--- config.mk ---
export PLATFORM = sky130hd
export DESIGN_NAME = wb_write_buffer
export DESIGN_NICKNAME = d
export VERILOG_FILES = /design/src/rtl/wb_write_buffer.sv
export SDC_FILE = /design/constraint.sdc
export NUM_CORES = 1
export LEC_CHECK = 0
export CORE_MARGIN = 5
export CORE_UTILIZATION = 58
export DETAILED_ROUTE_END_ITERATION = 7
export DONT_BUFFER_PORTS = 1
export PLACE_DENSITY = 0.76
export SLEW_MARGIN = 15
export SYNTH_ARGS = -nofsm -noshare
export SYNTH_HDL_FRONTEND = slang
export SYNTH_SLANG_ARGS = --single-unit
--- constraint.sdc ---
create_clock -name clk -period 2.05 [get_ports clk]
set_input_delay 0.205 -clock clk [delete_from_list [all_inputs] [get_ports clk]]
set_output_delay 0.205 -clock clk [all_outputs]
set_load 0.05 [all_outputs]
--- src/rtl/wb_write_buffer.sv ---
// Write-back buffer: queues register-file writes and drains them when the write port is free.
// Optional forwarding lookup is enabled by defining WB_WRITE_BUFFER_FORWARD_EN.
module wb_write_buffer #(
  parameter int DEPTH = 4,
  parameter int XLEN  = 32
) (
  input  logic                       clk,
  input  logic                       rstn,
  input  logic                       in_valid,
  output logic                       in_ready,
  input  logic [4:0]                 in_rd,
  input  logic [XLEN-1:0]            in_data,
  input  logic                       wb_busy,
  output logic                       rf_we,
  output logic [4:0]                 rf_waddr,
  output logic [XLEN-1:0]            rf_wdata,
  input  logic [4:0]                 q_addr_1,
  input  logic [4:0]                 q_addr_2,
  output logic                       hit_1,
  output logic                       hit_2,
  output logic [XLEN-1:0]            hit_data_1,
  output logic [XLEN-1:0]            hit_data_2,
  output logic [$clog2(DEPTH):0]     count
);

  localparam int PW = $clog2(DEPTH);
  localparam int CW = PW + 1;

  logic [4:0]      rdMem_q   [DEPTH];
  logic [XLEN-1:0] dataMem_q [DEPTH];
  logic [PW-1:0]   wrPtr_q, wrPtr_d;
  logic [PW-1:0]   rdPtr_q, rdPtr_d;
  logic [CW-1:0]   count_q, count_d;
  logic            push;
  logic            pop;
  logic            notEmpty;

  // Ready depends only on occupancy, never on whether the head drains this cycle.
  assign notEmpty = (count_q != '0);
  assign in_ready = (count_q < CW'(DEPTH));
  assign push     = in_valid && in_ready && (in_rd != 5'd0);
  assign pop      = notEmpty && !wb_busy;

  assign rf_we    = pop;
  assign rf_waddr = notEmpty ? rdMem_q[rdPtr_q]   : 5'd0;
  assign rf_wdata = notEmpty ? dataMem_q[rdPtr_q] : '0;
  assign count    = count_q;

  always_comb begin
    wrPtr_d = wrPtr_q;
    rdPtr_d = rdPtr_q;
    count_d = count_q;
    if (push) wrPtr_d = wrPtr_q + PW'(1);
    if (pop)  rdPtr_d = rdPtr_q + PW'(1);
    if (push && !pop)      count_d = count_q + CW'(1);
    else if (!push && pop) count_d = count_q - CW'(1);
  end

  always_ff @(posedge clk or negedge rstn) begin
    if (!rstn) begin
      wrPtr_q <= '0;
      rdPtr_q <= '0;
      count_q <= '0;
      for (int i = 0; i < DEPTH; i++) begin
        rdMem_q[i]   <= 5'd0;
        dataMem_q[i] <= '0;
      end
    end else begin
      wrPtr_q <= wrPtr_d;
      rdPtr_q <= rdPtr_d;
      count_q <= count_d;
      if (push) begin
        rdMem_q[wrPtr_q]   <= in_rd;
        dataMem_q[wrPtr_q] <= in_data;
      end
    end
  end

`ifdef WB_WRITE_BUFFER_FORWARD_EN
  // Walk oldest to youngest so the last match found is the youngest pending write.
  always_comb begin
    hit_1      = 1'b0;
    hit_2      = 1'b0;
    hit_data_1 = '0;
    hit_data_2 = '0;
    for (int k = 0; k < DEPTH; k++) begin
      if (CW'(k) < count_q) begin
        if ((q_addr_1 != 5'd0) && (rdMem_q[rdPtr_q + PW'(k)] == q_addr_1)) begin
          hit_1      = 1'b1;
          hit_data_1 = dataMem_q[rdPtr_q + PW'(k)];
        end
        if ((q_addr_2 != 5'd0) && (rdMem_q[rdPtr_q + PW'(k)] == q_addr_2)) begin
          hit_2      = 1'b1;
          hit_data_2 = dataMem_q[rdPtr_q + PW'(k)];
        end
      end
    end
  end
`else
  logic unusedQaddr;
  assign unusedQaddr = ^{q_addr_1, q_addr_2};
  assign hit_1      = 1'b0;
  assign hit_2      = 1'b0;
  assign hit_data_1 = '0;
  assign hit_data_2 = '0;
`endif

endmodule

# After elaboration in Yosys (flattened, before gate mapping)
# Index checks and enable logic that the tools add are counted.
# classes
order_cmp	4
bitwise	2
muxes	16
reduce_logical	12
add_sub_neg	4
# ops
cell	count
$bwmux 128	1
$mux 32	4
$bmux 32 s2	1
$demux 32 s2	1
$bwmux 20	1
$mux 5	4
$bmux 5 s2	1
$demux 5 s2	1
$ge 3x3->1 const B	2
$logic_and 1x1->1	6
$mux 3	2
$not 2->3	2
$reduce_bool 5->1	1
$add 2x1->2 const B	2
$add 3x1->3 const B	1
$logic_not 1->1	3
$lt 3x1->1 const B	1
$lt 3x3->1 const B	1
$reduce_bool 3->1	1
$sub 3x1->3 const B	1
$reduce_bool 2->1	1
# totals
wordCells	49
out_inout_bits	108
register_bits	155
input_bits	51

# Depth between registers and ports, before layout
# logic_depth
word_depth	7
ltp_mapped	10
depth_no_buf	9

# Worst setup path before layout
# No wires, ideal clock.
# synth_timing
path_kind	reg2reg
from	reg count_q[2] (netlist: count[2])
to	reg count_q[1] (netlist: count[1])
stages_incl_launch_ff	9
required_ps	1925
synth_period_minus_slack_ps	2971
arrival_time_ps	2846
setup_ps	125
n_path_buf	1
slack_ps	-921
cell_sequence	dfrtp_1 nor3_1 clkbuf_1 nor2_1 inv_1 ha_1 inv_1 fa_1 mux2_2
# synth_between
elab_cells_between_ends	11
cone_classes	order compare: 1; mux: 1; reduce/logical: 9
# synth_rtl
item	line	text
start: declaration	33	logic [CW-1:0] count_q, count_d;
start signal: assignment	71	count_q <= count_d;
$reduce_bool 3->1	39	assign notEmpty = (count_q != '0);
$logic_and 1x1->1	42	assign pop = notEmpty && !wb_busy;
via rf_we	14	output logic rf_we,
$logic_not 1->1	55	if (push && !pop) count_d = count_q + CW'(1);
$logic_and 1x1->1	55	
$mux 3	55	
via count_d[1]	33	
# The timed path passes the listed nets, and every way through them passes these cells.
# A chain may end at the register's enable or synchronous reset.

# Worst setup path after layout
# layout_timing
from	reg rdPtr_q[0]
to	out rf_wdata[21]
# layout_between
elab_chain_len	5
# layout_rtl
item	line	text
start: declaration	32	logic [PW-1:0] rdPtr_q, rdPtr_d;
start signal: assignment	70	rdPtr_q <= rdPtr_d;
$not 2->3 (not written as such)	46	assign rf_wdata = notEmpty ? dataMem_q[rdPtr_q] : '0;
$bmux 32 s2	46	
$mux 32 (not written as such) (2 in a row)	46	
$mux 32	46	
end: declaration	16	output logic [XLEN-1:0] rf_wdata,
# Every way passes these cells. The select of a mux whose other input is x is not followed.

==> impl_metrics.ini <==
[cts]
tritoncts = yes
cts-buffers-inserted = 17
root_buffer = sky130_fd_sc_hd__clkbuf_16
clockBufferDepth = 2
cts_hold_buf = 38
clock_sinks = 155
clock_network_latency_to_the_later_pin_of_the_worst_skew_pair_ns = 0.42
clk_pin_slew_ns = 0.06
clock_tree.htree_level_count = 4

[drt]
route.final.wire_length_microns = 16900
wl_per_cell_microns = 21.2
viasPerCell = 5.51
number_of_remaining_drc_errors = 0
ant_nets = 0
vias = 4392
first_iter_violations = 277
detail_route.first_pass.iterations = 4

[status]
outcome = complete, but fails checks
failed_checks = negative hold slack, negative setup slack

[power_and_ir_drop]
internal_power_summed_over_all_cells_mw = 11.9
power.clock.fraction_pct = 16.3
pwr-share-seq_pct = 27.9
report.power.total_mw = 19.7
static-leakage-power_nw = 4.29
switching_fraction_of_total_power_pct = 39.9
powerDensity_nw_per_um2 = 2070
power_spent_charging_and_discharging_nets_mw = 7.86
worst_ir_drop_vdd_mv = 1.21
comb_power_share_pct = 55.8

[timing]
report.final.hold_viol_count = 155
final-setup-viol-count = 37
finalCritPeriodShare_pct = 105
final.min_clock_period_ns = 2.16
totalNegativeSetupSlack_ns = -2.79
slew_violations = 0
finalHoldWorstSlack_ns = -0.517
setup_repair_after_global_routing_missed_its_margin = true
fin_skew_ns = 0.00479
timing.final.ws_setup_ns = -0.109
top_achievable_clock_speed_mhz = 463

[grt]
number_of_global_route_vias_before_repair = 4886
global_route_wire_length_before_repair_microns = 27100
grt_usage_pct = 22.2
grt_antenna_before_repair = 0
grt_max_degree = 156
total_congestion_overflow_after_global_routing = 0

[synth]
synth.avg_cell_area_sq_um = 15.1
netlist-cell-type-count = 30
yosysWarnings = 0
synth_area_leader_cell = sky130_fd_sc_hd__dfrtp_1
post_synth_main_area_contributors = sky130_fd_sc_hd__dfrtp_1, sky130_fd_sc_hd__mux2_1, sky130_fd_sc_hd__mux4_2, sky130_fd_sc_hd__buf_4, sky130_fd_sc_hd__mux2_4
synthDominantCellAreaShare_pct = 50.2
synthesis.instances = 512
ys_ff_latch = 155
synthesis.area_sq_um = 7730
synth_seq_area_share_pct = 50.2

[floorplanning]
die_y_microns = 125
ioPinCount = 159
dieWidth_microns = 125
fp.dieArea_sq_um = 15700
core_sq_um = 13100
rows = 42
initial_utilization_pct = 58.9

[setup_path]
crit_start = rdPtr_q[0]
critical-path-top-cell-by-count = sky130_fd_sc_hd__buf_6
cp-start-kind = flop
critPathCaptureType = output pin
cp_slowest_cell = sky130_fd_sc_hd__mux4_2
timing.rr.start = count[2]
cp_data_arrival_time_ns = 1.95
critical_path.cell_chain = buf_6 > buf_12 > mux4_2 > nor2b_4 > buf_6
timing.setup.critical_path_class = flop to output pin
worst-path-max-fanout = 7
setup.reg_to_reg.worst_slack_ns = 0.09
crit_path_max_incr_delay_ns = 0.51
worst_ep_required_time_ns = 1.85

[placement]
dp.final_hpwl_microns = 10200
post_dp_cell_area_sq_um = 8120
gp_congestion = 0.785
place.port_buffers = 0

[run]
cap_viol_max_count = 0

[cells_and_area]
layout.cells.most_common = sky130_fd_sc_hd__dfrtp_1
synthToLayoutAreaGrowth_pct = 23.2
design.final.nets = 665
fillers = 837
post-route-cell-area_sq_um = 9530
mostFrequentLayoutCells = sky130_fd_sc_hd__dfrtp_1, sky130_fd_sc_hd__mux2_1, sky130_fd_sc_hd__conb_1
drive_gt1_share_pct = 34.6
insertedDiodeCount = 0

[min_path]
hold_path_class = primary input to async pin
-- routing by layer --
layer	track usage (%)	routed length, microns
met1	27.7	6740
met2	38.4	8840
met3	5.46	948
met4	7.21	344
met5	0	0
-- state kept, by name, summed over array words and instances, names as in the netlist --
signal	count
rdPtr_q	2
wrPtr_q	2
rdMem_q	20
dataMem_q	128
count	3
-- what timing repair did --
item,4_1_cts,5_1_grt
pin swaps,0,2
resized for setup,55,31
endpoints found under the setup margin,37,38
cloned,4,0
buffers inserted,6,1
hold endpoints to repair,304,155
-- worst max-delay path, delay by kind of cell (launching register included) --
family,cells,cell delay [ns]
multiplexers,1,0.51
buffers and inverters,3,0.44
flip-flops,1,0.42
AND/OR/NAND/NOR,1,0.15
-- synth_stat cells, drive strengths merged --
master  count
nor2        3
a21boi      4
conb        1
fa          1
o21ai       4
and3b       4
mux4       37
xor2        3
mux2      130
a22o       20
or3         1
xnor2       3
nor2b      37
ha          5
o211a       1
or2         1
dfrtp     155
buf        89
nor3b       1
inv         5
clkbuf      5
nor3        2
-- through the flow --
step | instances | util (%) | setup slack, ns | hold WS (ns)
2_1_floorplan | 577 | - | -0.160 | -0.0906
3_3_place_gp | 719 | 61.8 | 0.123 | -0.0839
3_5_place_dp | 719 | 61.8 | 0.0815 | -0.0849
4_1_cts | 799 | 72.0 | -0.160 | -0.533
5_1_grt | 797 | 72.5 | -0.160 | -0.540
6_report | 797 | 72.5 | -0.109 | -0.517
-- final timing paths --
check                                end  cells past startpoint
max                         rf_wdata[21]                      5
min                        dataMem_q[15]                      0
min reg2reg                dataMem_q[36]                      1
max in group asynchronous     rdPtr_q[0]                      0
max reg2reg                     count[2]                      9
min in group clk                count[0]                      4
-- power groups by stage --
stage          clock network [mW]  registers, mW  logic [mW]
2_1_floorplan                   0           5.27        7.34
3_3_place_gp                    0           5.36        9.32
3_5_place_dp                    0           5.53        9.51
4_1_cts                      3.24           5.50        10.8
5_1_grt                      3.38           5.70        11.6
6_report                     3.21           5.51        11.0
-- cell type report --
cell class | instances | area (sq um) | area share, %
Tap cell | 176 | 220 | 2.31
Inverter | 5 | 22.5 | 0.236
Multi-Input combinational cell | 323 | 3570 | 37.5
Clock inverter | 12 | 145 | 1.52
Sequential cell | 155 | 3880 | 40.8
Timing Repair Buffer | 106 | 1230 | 12.9
Clock buffer | 20 | 457 | 4.79
-- kinds of logic after synthesis --
| logic type | synth area share [%] |
|---|---|
| mux | 31.2 |
| flops | 50.2 |
| buf+inv | 9.13 |
| simple gates | 4.22 |
| compound gates | 3.53 |
| fa+ha+maj | 1.07 |
| xor+xnor | 0.680 |
| other cells | 0.0485 |
(Power assumes the default switching activity.)
